File: config.mk
export PLATFORM = sky130hd
export DESIGN_NAME = dll_lock_sequencer
export DESIGN_NICKNAME = d
export VERILOG_FILES = /design/src/rtl/dll_ctrl_pkg.sv /design/src/rtl/dll_code_engine.sv /design/src/rtl/dll_lock_sequencer.sv
export SDC_FILE = /design/constraint.sdc
export NUM_CORES = 1
export LEC_CHECK = 0
export CAP_MARGIN = 20
export CORE_MARGIN = 2
export CORE_UTILIZATION = 35
export CTS_CLUSTER_DIAMETER = 100
export DETAILED_ROUTE_END_ITERATION = 8
export MAX_ROUTING_LAYER = met4
export SLEW_MARGIN = 20
export SYNTH_ARGS = -nofsm -noshare
export SYNTH_HDL_FRONTEND = slang
export SYNTH_SLANG_ARGS = --single-unit
File: constraint.sdc
create_clock -name clk_ext -period 2.5 [get_ports clk_ext]
set_input_delay 0.375 -clock clk_ext [delete_from_list [all_inputs] [get_ports clk_ext]]
set_output_delay 0.375 -clock clk_ext [all_outputs]
set_load 0.02 [all_outputs]
File: src/rtl/dll_ctrl_pkg.sv
// dll_ctrl_pkg: shared constants, state/mode encodings and the config payload
// type for the FMDLL lock sequencer and its code engine.
package dll_ctrl_pkg;

    localparam int unsigned CODE_W      = 10;
    localparam int unsigned SETTLE_CYC  = 8;
    localparam int unsigned VERIFY_CNT  = 4;
    localparam int unsigned LOSS_THRESH = 8;
    localparam int unsigned TIMEOUT_CYC = 1023;
    localparam int unsigned MAX_RETRY   = 3;

    localparam int unsigned IDX_W    = $clog2(CODE_W);
    localparam int unsigned SETTLE_W = 4;
    localparam int unsigned RUN_W    = 4;
    localparam int unsigned VCNT_W   = 3;
    localparam int unsigned RETRY_W  = 2;
    localparam int unsigned WDOG_W   = 10;

    localparam logic [CODE_W-1:0] MID_CODE = 10'h200;
    localparam logic              COMP_DEC = 1'b1;

    // FSM state encoding
    localparam logic [2:0] ST_IDLE   = 3'd0;
    localparam logic [2:0] ST_CONFIG = 3'd1;
    localparam logic [2:0] ST_SEARCH = 3'd2;
    localparam logic [2:0] ST_VERIFY = 3'd3;
    localparam logic [2:0] ST_LOCKED = 3'd4;
    localparam logic [2:0] ST_FAULT  = 3'd5;

    // Code engine operating modes
    localparam logic [1:0] MODE_HOLD     = 2'd0;
    localparam logic [1:0] MODE_LOAD_MID = 2'd1;
    localparam logic [1:0] MODE_SAR      = 2'd2;
    localparam logic [1:0] MODE_STEP     = 2'd3;

    // Loop configuration latched on an accepted start
    typedef struct packed {
        logic [1:0] sel;
        logic [3:0] n;
        logic [1:0] m;
    } dll_cfg_t;

    // States in which the PD comparison strobe is consumed
    function automatic logic is_waiting(input logic [2:0] st);
        return (st == ST_SEARCH) || (st == ST_VERIFY) || (st == ST_LOCKED);
    endfunction

endpackage

File: src/rtl/dll_code_engine.sv
// dll_code_engine: owns the delay code q and the SAR bit index.
// Ports:
//   clk_ext, rst_n  clock / async active-low reset
//   mode_i          HOLD, LOAD_MID, SAR step, saturating +/-1 step
//   comp_i          PD decision (1 = decrease)
//   q_o             registered delay code
//   bit_idx_o       bit currently under test in SAR mode
module dll_code_engine
    import dll_ctrl_pkg::*;
(
    input  logic              clk_ext,
    input  logic              rst_n,
    input  logic [1:0]        mode_i,
    input  logic              comp_i,
    output logic [CODE_W-1:0] q_o,
    output logic [IDX_W-1:0]  bit_idx_o
);

    logic [CODE_W-1:0] q_q, q_d;
    logic [IDX_W-1:0]  idx_q, idx_d;
    logic [IDX_W-1:0]  idx_m1;

    assign idx_m1 = idx_q - IDX_W'(1);

    // Next code / index per mode
    always_comb begin
        q_d   = q_q;
        idx_d = idx_q;
        case (mode_i)
            MODE_LOAD_MID: begin
                q_d   = MID_CODE;
                idx_d = IDX_W'(CODE_W - 1);
            end
            MODE_SAR: begin
                if (comp_i == COMP_DEC) begin
                    q_d[idx_q] = 1'b0;
                end
                // Trial-set the next lower bit; index parks at 0 once done
                if (idx_q != '0) begin
                    q_d[idx_m1] = 1'b1;
                    idx_d       = idx_m1;
                end
            end
            MODE_STEP: begin
                if (comp_i == COMP_DEC) begin
                    if (q_q != '0) begin
                        q_d = q_q - CODE_W'(1);
                    end
                end else begin
                    if (q_q != '1) begin
                        q_d = q_q + CODE_W'(1);
                    end
                end
            end
            default: begin
                q_d   = q_q;
                idx_d = idx_q;
            end
        endcase
    end

    always_ff @(posedge clk_ext or negedge rst_n) begin
        if (!rst_n) begin
            q_q   <= MID_CODE;
            idx_q <= IDX_W'(CODE_W - 1);
        end else begin
            q_q   <= q_d;
            idx_q <= idx_d;
        end
    end

    assign q_o       = q_q;
    assign bit_idx_o = idx_q;

endmodule

File: src/rtl/dll_lock_sequencer.sv
// dll_lock_sequencer: FMDLL lock controller. Latches loop config, holds PD in
// reset while settling, runs a SAR search on the delay code, verifies lock,
// tracks in +/-1 steps, detects loss of lock and flags faults.
// Ports:
//   clk_ext, rst_n            clock / async active-low reset
//   start, stop               acquisition request / abort to IDLE
//   cfg_sel, cfg_n, cfg_m     config captured on an accepted start
//   comp, comp_valid          PD decision and its strobe
//   sel_o, n_o, m_o           latched config to the loop
//   q                         delay code
//   pd_reset                  PD reset (active high)
//   busy, locked, lock_lost, fault  status (all registered)
module dll_lock_sequencer
    import dll_ctrl_pkg::*;
(
    input  logic              clk_ext,
    input  logic              rst_n,
    input  logic              start,
    input  logic              stop,
    input  logic [1:0]        cfg_sel,
    input  logic [3:0]        cfg_n,
    input  logic [1:0]        cfg_m,
    input  logic              comp,
    input  logic              comp_valid,
    output logic [1:0]        sel_o,
    output logic [3:0]        n_o,
    output logic [1:0]        m_o,
    output logic [CODE_W-1:0] q,
    output logic              pd_reset,
    output logic              busy,
    output logic              locked,
    output logic              lock_lost,
    output logic              fault
);

    logic [2:0]          state_q, state_d;
    dll_cfg_t            cfg_q, cfg_d;
    logic [SETTLE_W-1:0] settle_q, settle_d;
    logic [RUN_W-1:0]    run_q, run_d, run_nxt;
    logic                prev_q, prev_d;
    logic [VCNT_W-1:0]   vcnt_q, vcnt_d;
    logic [RETRY_W-1:0]  retry_q, retry_d;
    logic [WDOG_W-1:0]   wdog_q, wdog_d;
    logic                pd_reset_q, pd_reset_d;
    logic                busy_q, busy_d;
    logic                locked_q, locked_d;
    logic                lock_lost_q, lock_lost_d;
    logic                fault_q, fault_d;

    logic [1:0]          eng_mode;
    logic [IDX_W-1:0]    bit_idx;
    logic                accept;
    logic                restart;
    logic                research;
    logic                wdog_expire;

    dll_code_engine u_engine (
        .clk_ext   (clk_ext),
        .rst_n     (rst_n),
        .mode_i    (eng_mode),
        .comp_i    (comp),
        .q_o       (q),
        .bit_idx_o (bit_idx)
    );

    // A strobe landing in its own pd_reset pulse cycle is dropped
    assign accept      = comp_valid && !pd_reset_q && is_waiting(state_q);
    assign restart     = start && ((state_q == ST_IDLE) || (state_q == ST_LOCKED) ||
                                   (state_q == ST_FAULT));
    assign wdog_expire = (wdog_q == WDOG_W'(TIMEOUT_CYC - 1));
    assign run_nxt     = ((run_q == '0) || (comp != prev_q)) ? RUN_W'(1) : run_q + RUN_W'(1);

    // Next-state and counter logic
    always_comb begin
        state_d  = state_q;
        cfg_d    = cfg_q;
        settle_d = settle_q;
        run_d    = run_q;
        prev_d   = prev_q;
        vcnt_d   = vcnt_q;
        retry_d  = retry_q;
        wdog_d   = wdog_q + WDOG_W'(1);
        eng_mode = MODE_HOLD;
        research = 1'b0;

        if (stop) begin
            state_d = ST_IDLE;
        end else if (restart) begin
            state_d  = ST_CONFIG;
            cfg_d    = '{sel: cfg_sel, n: cfg_n, m: cfg_m};
            retry_d  = '0;
            settle_d = '0;
        end else begin
            case (state_q)
                ST_CONFIG: begin
                    if (settle_q == SETTLE_W'(SETTLE_CYC - 1)) begin
                        state_d  = ST_SEARCH;
                        eng_mode = MODE_LOAD_MID;
                    end else begin
                        settle_d = settle_q + SETTLE_W'(1);
                    end
                end
                ST_SEARCH: begin
                    if (accept) begin
                        eng_mode = MODE_SAR;
                        if (bit_idx == '0) begin
                            state_d = ST_VERIFY;
                            run_d   = '0;
                            vcnt_d  = '0;
                        end
                    end else if (wdog_expire) begin
                        state_d = ST_FAULT;
                    end
                end
                ST_VERIFY: begin
                    if (accept) begin
                        eng_mode = MODE_STEP;
                        run_d    = run_nxt;
                        prev_d   = comp;
                        vcnt_d   = vcnt_q + VCNT_W'(1);
                        if (run_nxt == RUN_W'(VERIFY_CNT)) begin
                            research = 1'b1;
                        end else if (vcnt_q + VCNT_W'(1) == VCNT_W'(VERIFY_CNT)) begin
                            state_d = ST_LOCKED;
                            run_d   = '0;
                        end
                    end else if (wdog_expire) begin
                        state_d = ST_FAULT;
                    end
                end
                ST_LOCKED: begin
                    if (accept) begin
                        eng_mode = MODE_STEP;
                        run_d    = run_nxt;
                        prev_d   = comp;
                        if (run_nxt == RUN_W'(LOSS_THRESH)) begin
                            research = 1'b1;
                        end
                    end else if (wdog_expire) begin
                        state_d = ST_FAULT;
                    end
                end
                ST_IDLE, ST_FAULT: begin
                    state_d = state_q;
                end
                default: begin
                    state_d = ST_IDLE;
                end
            endcase

            // Re-acquire from mid-scale, or give up once retries are spent
            if (research) begin
                if (retry_q == RETRY_W'(MAX_RETRY)) begin
                    state_d = ST_FAULT;
                end else begin
                    state_d  = ST_SEARCH;
                    retry_d  = retry_q + RETRY_W'(1);
                    eng_mode = MODE_LOAD_MID;
                end
            end
        end

        if (accept || (state_d != state_q) || !is_waiting(state_q)) begin
            wdog_d = '0;
        end
    end

    // Registered status derived from the next state
    always_comb begin
        pd_reset_d  = (state_d == ST_IDLE) || (state_d == ST_CONFIG) ||
                      (state_d == ST_FAULT) || accept;
        busy_d      = (state_d == ST_CONFIG) || (state_d == ST_SEARCH) ||
                      (state_d == ST_VERIFY);
        locked_d    = (state_d == ST_LOCKED);
        fault_d     = (state_d == ST_FAULT);
        lock_lost_d = research && (state_q == ST_LOCKED) && (state_d == ST_SEARCH);
    end

    always_ff @(posedge clk_ext or negedge rst_n) begin
        if (!rst_n) begin
            state_q     <= ST_IDLE;
            cfg_q       <= '0;
            settle_q    <= '0;
            run_q       <= '0;
            prev_q      <= 1'b0;
            vcnt_q      <= '0;
            retry_q     <= '0;
            wdog_q      <= '0;
            pd_reset_q  <= 1'b1;
            busy_q      <= 1'b0;
            locked_q    <= 1'b0;
            lock_lost_q <= 1'b0;
            fault_q     <= 1'b0;
        end else begin
            state_q     <= state_d;
            cfg_q       <= cfg_d;
            settle_q    <= settle_d;
            run_q       <= run_d;
            prev_q      <= prev_d;
            vcnt_q      <= vcnt_d;
            retry_q     <= retry_d;
            wdog_q      <= wdog_d;
            pd_reset_q  <= pd_reset_d;
            busy_q      <= busy_d;
            locked_q    <= locked_d;
            lock_lost_q <= lock_lost_d;
            fault_q     <= fault_d;
        end
    end

    assign sel_o     = cfg_q.sel;
    assign n_o       = cfg_q.n;
    assign m_o       = cfg_q.m;
    assign pd_reset  = pd_reset_q;
    assign busy      = busy_q;
    assign locked    = locked_q;
    assign lock_lost = lock_lost_q;
    assign fault     = fault_q;

endmodule

## Yosys cells after proc, flatten, opt, wreduce, memory -nomap -nowiden

Cells that the tools add are included.

- $lt $le $gt $ge: 4
- Add/subtract/negate cells: 8
- Equality and inequality tests: 31
- Bitwise operators: 5
- Muxes and demuxes: 62
- Reductions and logical operators: 43

Operators with widths:

| kind | number |
|---|---|
| $mux 10 | 7 |
| $mux 3 | 15 |
| $mux 4 | 11 |
| $pmux 10 s3 | 1 |
| $add 10x1->10 const B | 2 |
| $mux 2 | 9 |
| $eq 3x3->1 const B | 5 |
| $pmux 3 s5 | 1 |
| $eq 3x2->1 const B | 4 |
| $logic_or 1x1->1 | 12 |
| $pmux 4 s3 | 1 |
| $mux 1 | 11 |
| $and 10x10->10 | 1 |
| $eq 10x10->1 const B | 1 |
| $lt 4x5->1 const B | 2 |
| $ne 10x10->1 const B | 1 |
| $ne 2x2->1 const B | 5 |
| $not 10->10 | 1 |
| $or 10x10->10 | 1 |
| $reduce_bool 10->1 | 1 |
| $sub 10x1->10 const B | 1 |
| $reduce_and 3->1 | 3 |
| $add 4x1->4 const B | 2 |
| $demux 1 s4 | 2 |
| 30 further kinds | 53 |

- Input bits: 14
- Register bits: 54

## Longest topological paths before layout

- Depth in word-level cells: 17
- Gate-level depth with buffers: 10
- Mapped depth without buffers: 9

## Cells and area by module

Synthesis repeated with hierarchy kept, for this count alone.

- Cells, all modules: 428
- Area total of the unflattened synthesis: 3838.7 um^2

By module, submodules not included:

| module | cells an instance | sequential area each (um^2) | area an instance (um^2) | times used |
|---|---|---|---|---|
| dll_lock_sequencer | 243 | 1002.2 | 2326.0 | 1 |
| dll_code_engine | 185 | 354.1 | 1512.7 | 1 |

## Worst setup path after synthesis

No wires, ideal clock.

- Path kind: reg-to-reg
- Start point: register state_q[1]
- End point: register u_engine.q_q[2], in the netlist u_engine.q_o[2]
- Period minus slack after synthesis: 2539 ps
- Slack: -39 ps
- Required time: 2375 ps
- Stages on the path, launching flop included: 9
- Arrival time: 2414 ps
- Library setup time: 125 ps
- Cell sequence: dfrtp_1 -> or3b_4 -> or3_4 -> mux2i_4 -> a21oi_2 -> and3_1 -> buf_2 -> nor2_4 -> mux2_2

- Word-level cells in the longest chain between the ends: 14
- Elaborated cells on any way between the ends: 33
- Those cells by class: eq/ne (10); mux (13); reduce/logical (10)

Ends and longest elaborated chain:

| item | line | text |
|---|---|---|
| from (decl) | dll_lock_sequencer.sv:36 | `logic [2:0] state_q, state_d;` |
| from (signal assigned) | dll_lock_sequencer.sv:195 | `state_q <= state_d;` |
| $eq 3x2->1 | dll_ctrl_pkg.sv:45, dll_lock_sequencer.sv:94 |  |
| $logic_or 1x1->1 (2 in a row) | dll_ctrl_pkg.sv:45 | `return (st == ST_SEARCH) \|\| (st == ST_VERIFY) \|\| (st == ST_LOCKED);` |
| $logic_and 1x1->1 | dll_lock_sequencer.sv:67 | `assign accept = comp_valid && !pd_reset_q && is_waiting(state_q);` |
| $mux 1 (on tied branches) | dll_lock_sequencer.sv:132, dll_lock_sequencer.sv:116 |  |
| $pmux 1 s2 | dll_lock_sequencer.sv:94 | `case (state_q)` |
| $mux 1 | dll_lock_sequencer.sv:88 | `end else if (restart) begin` |
| $mux 1 | dll_lock_sequencer.sv:86 | `if (stop) begin` |
| $mux 2 | dll_lock_sequencer.sv:152 | `if (research) begin` |
| $mux 2 (*) | dll_lock_sequencer.sv:88 |  |
| $mux 2 (*) | dll_lock_sequencer.sv:86 |  |
| $eq 2x2->1 / $eq 2x1->1 (equally long branches) | dll_code_engine.sv:29 | `case (mode_i)` |
| $ne 3x2->1 (no source line) / $reduce_bool 3->1 (equally long branches) | -- |  |
| $reduce_and 3->1 (no source line) | -- |  |
| to (signal assigned) | dll_code_engine.sv:67 | `q_q <= q_d;` |
| to (decl) | dll_code_engine.sv:19 | `logic [CODE_W-1:0] q_q, q_d;` |

Mark *: on every way between the ends. The rest lies on a longest branch, timed or not. The select of a mux whose other input is x is not followed.
A chain may end at the register's enable or synchronous reset.

## Final worst setup path

- Start point: register run_q[0]
- End point: register wdog_q[7]

- Word-level cells in the longest chain between the ends: 16
- Elaborated cells on any way between the ends: 23
- Those cells by class: add/sub (1); eq/ne (3); mux (15); reduce/logical (4)

Ends and longest elaborated chain:

| item | line | text |
|---|---|---|
| from (decl) | dll_lock_sequencer.sv:39 | `logic [RUN_W-1:0] run_q, run_d, run_nxt;` |
| from (signal assigned) | dll_lock_sequencer.sv:198 | `run_q <= run_d;` |
| branches (longest 2 deep; another with $add 4x1->4) | -- |  |
| $mux 4 (*) | dll_lock_sequencer.sv:71 | `assign run_nxt = ((run_q == '0) \|\| (comp != prev_q)) ? RUN_W'(1) : run_q + RUN_W'(1);` |
| $eq 4x4->1 / $eq 4x3->1 (equally long branches) | dll_lock_sequencer.sv:136, dll_lock_sequencer.sv:121 |  |
| $mux 1 (on tied branches) | dll_lock_sequencer.sv:136, dll_lock_sequencer.sv:121 |  |
| $mux 1 (on tied branches) | dll_lock_sequencer.sv:132, dll_lock_sequencer.sv:116 |  |
| $pmux 1 s2 | dll_lock_sequencer.sv:94 |  |
| $mux 1 | dll_lock_sequencer.sv:88 |  |
| $mux 1 | dll_lock_sequencer.sv:86 |  |
| $mux 3 (*) | dll_lock_sequencer.sv:152 |  |
| $mux 3 (*) | dll_lock_sequencer.sv:88 |  |
| $mux 3 (*) | dll_lock_sequencer.sv:86 |  |
| net state_d[0] | dll_lock_sequencer.sv:36 |  |
| $ne 3x3->1 (*) | dll_lock_sequencer.sv:163 | `if (accept \|\| (state_d != state_q) \|\| !is_waiting(state_q)) begin` |
| $logic_or 1x1->1 (*) (2 in a row) | dll_lock_sequencer.sv:163 |  |
| $mux 10 (*) | dll_lock_sequencer.sv:163 |  |
| net wdog_d[7] | dll_lock_sequencer.sv:43 | `logic [WDOG_W-1:0] wdog_q, wdog_d;` |
| to (signal assigned) | dll_lock_sequencer.sv:202 | `wdog_q <= wdog_d;` |
| to (decl) | dll_lock_sequencer.sv:43 |  |

Mark *: on every way through the listed nets, which the timed path passes. The select of a mux whose other input is x is not followed.

==> run metrics <==
placed inst area 4770 um2; Worst Hold Class in -> async; slew margin rel. 52.5%; clock root buffer master clkbuf_8; # fillers 966; CTS tree built; Slowest cell on crit path dfrtp_2; Critical Path, Cell by Cell ha_4 -> nor2b_1 -> or3_4 -> mux2_4 -> o41ai_4 -> a31oi_4 -> buf_12 -> xor2_4 -> nor4_1; ANT cells 0; Final TNS setup -0.0130 ns; Pleak 2.16 nW; drt initial violations 147; Hold-fix buffers, CTS 0; post-synthesis sequential area ratio 36.3%; Met3 Wirelength 346 um; post-place setup slack -0.402 ns; Mapped Area 3740 um2; Finished Cell Area 5180 um2; met2 wire len ~5000 um; clk sinks 54; reg2reg end wdog_q[7]; Setup Skew between 0.015 and 0.02 ns; DRC 0; global-route wire length before repair 17000 um; critical path launch point type register; Starting Density between 30 and 40%; via count 3459; largest net degree at the start of global routing 55; combinational family with the most area after synthesis compound AO/OA/AOI/OAI gates; Die X 107 um; EDFF count, synth 0; CTS clk-pin slew, worst paths 0.10 ns; die area 11500 um2; unrepaired setup endpoints after global routing true; final wirelength 10600 um; CTS Buf Count 5; Cell Rows 37; Async S/R FF share, synth between 90% and 100%; synthesized net count 431; Util after Layout 50.2%; min setup slack post-route -0.0112 ns; FF+latch count, synth 54; yosys warns 0; Max Root-Sink Buffers 2; mux share of post-synthesis cell area roughly 6.4%; worst vdd rail ir drop 0.294 mV; total placed cells including tap cells 626; fin nets 540; slowest cell delay on critical path around 0.46 ns; simple logic cell fraction of the synthesized area 20.2%; Final Hold Viols 0; outcome complete, but fails checks; clock network fraction of design power a little over a quarter; worst-skew pair later-pin latency 0.32 ns; number of global-route vias before repair 3453; ys flop type dfrtp_1; Min Hold Slack 0.184 ns; core area 10300 um2; FF-to-FF Start run_q[0]; layout cells sized above 1 30.4%; antenna violations before repair 0; Slew Limit Fails 0; Reg2Reg Depth 9; chip height 107 um; Placer Congestion roughly 0.95; Post-Synth XOR/XNOR Area 5.42%; Compound-Gate Fraction of Synth Area 21.1%; post-synth top area cell dfrtp_1; CP required 2.71 ns; Pwr Density 384 nW/um2; reg-to-reg slack, setup -0.01 ns; PortBufs 36; Final Critical Period 2.51 ns; net load switching power 0.616 mW; DP HPWL 7920 um; Final Non-Filler Cells 640; Power, Total 1.99 mW; IO Count 37; all-layer global routing usage 18.9%; H-Tree Level Count 2; drt first pass iters 4; global route overflow 0; failing checks setup timing; Post-Synth Adder-Cell Area 7.90%; FMAX 0.398 GHz; internal power 1.37 mW; Worst Max-Slew Pin Slew slightly above 0.7 ns; Critical Path Sink Type register; Mapped Cells 394; Critical Path Fanout Max 5; Synth cell types 73; Mean Syn Cell Area 9.49 um2; Crit Path Class reg -> reg; endpoints failing setup 2; Final period util 100%; sw frac approximately 31%; Layout area overhead 38.6%; WL per Instance 16.6 um; top sig layer met4; DRT met1 WL 4990 um; sequential share of power 48.4%; Post-DRT Antenna Nets 0; drt via density 5.40; Synth top area share 33.5%; max-cap violations 0; WP data arrival 2.73 ns; Combinational Power Share 24.8%; top post-synthesis cells by area dfrtp_1, ha_1, mux2_2
## power groups by stage
stage / sequential, mW / combinational (mW) / clock, mW
6_report: 0.963 / 0.493 / 0.533
5_1_grt: 0.972 / 0.536 / 0.585
3_5_place_dp: 0.979 / 0.463 / 0
4_1_cts: 0.962 / 0.469 / 0.550
2_1_floorplan: 1.01 / 0.202 / 0
3_3_place_gp: 0.976 / 0.457 / 0
## cell type report
| type | count | area (um2) | share of cell area (%) |
|---|---|---|---|
| inverter | 15 | 56.3 | 1.09 |
| clock buffer | 5 | 68.8 | 1.33 |
| tap | 136 | 170 | 3.29 |
| multi-input combinational | 315 | 2540 | 49.1 |
| sequential | 54 | 1360 | 26.2 |
| clock inverter | 3 | 26.3 | 0.507 |
| timing repair buffer | 112 | 958 | 18.5 |
## layout by cell type (no fill, tap or decap), types with 4 or more instances in the layout
master,count
a21oi_1,20
a21oi_2,4
a22o_1,5
a22oi_1,5
and2_1,7
buf_4,72
clkbuf_8,5
clkdlybuf4s50_1,35
dfrtp_1,49
dfstp_2,4
ha_1,20
inv_1,15
mux2_2,10
mux2_4,7
nand2_1,24
nand2b_1,6
nand3_1,19
nand4_1,4
nor2_1,26
nor2b_1,6
nor3_1,6
nor4_1,9
o21ai_0,18
o22ai_1,9
xnor2_1,10
xor2_1,9
## worst max-delay path, delay by kind of cell, from the launching register on
| kind | cells | cell delay [ns] |
|---|---|---|
| muxes | 1 | 0.31 |
| buffers and inverters | 1 | 0.16 |
| xor gates and xnor gates | 1 | 0.17 |
| DFF | 1 | 0.46 |
| adders and majority gates | 1 | 0.18 |
| AOI/OAI and AO/OA | 2 | 0.34 |
| and+or+nand+nor | 3 | 0.79 |
## state kept, by name, summed over array words and instances, names as in the netlist, 3 cells and up
signal / flops
u_engine.bit_idx_o: 4
run_q: 4
settle_q: 4
u_engine.q_o: 10
state_q: 3
n_o: 4
wdog_q: 10
vcnt_q: 3
## repair_timing
action                                 CTS  global route
setup buffers                            1             4
endpoints found under the hold margin    0             0
pin swaps                                6             9
resized for setup                       16            34
setup endpoints to repair               22            31
gates cloned                             0             1
## worst max-delay path by stage
stage               startpoint              end  slack (ns)  cells past startpoint
finish                run_q[0]        wdog_q[7]       -0.01                      9
global route        state_q[0]        wdog_q[9]       -0.12                      8
CTS                       comp  u_engine.q_o[8]       0.002                     10
detailed placement        comp        wdog_q[7]       -0.40                      9
global placement          comp  u_engine.q_o[9]       -0.38                     10
floorplan           state_q[2]  u_engine.q_o[2]       0.006                      9
## Yosys cell counts, types with 3 or more instances
cell type / count
a21oi_1: 26
a22o_1: 5
a22oi_1: 5
a31oi_1: 3
and2_1: 7
and3_1: 5
clkbuf_1: 8
dfrtp_1: 50
dfstp_2: 4
ha_1: 22
inv_1: 15
mux2_2: 16
nand2_1: 25
nand2b_1: 6
nand3_1: 22
nand4_1: 4
nor2_1: 28
nor2b_1: 6
nor3_1: 7
nor4_1: 12
o21a_1: 3
o21ai_0: 20
o22ai_1: 10
o2bb2ai_1: 4
o31ai_1: 3
xnor2_1: 10
xor2_1: 10
## cells by family (layout without fill, tap and decap cells)
family                     count (synthesis)  after routing
xor gates and xnor gates                  21             22
muxes                                     20             20
DFF                                       54             54
adders and majority gates                 23             23
and+or+nand+nor                          141            141
AOI/OAI and AO/OA                        109            109
buffers and inverters                     26            135
## metal layers
layer  vias to the layer above  global-route usage [%]
li1                       1692                       -
met1                      1682                    24.9
met5                         -                       -
met4                         0                    4.21
met2                        73                    31.4
met3                        12                    2.60
Power figures use the tool's default switching activity.
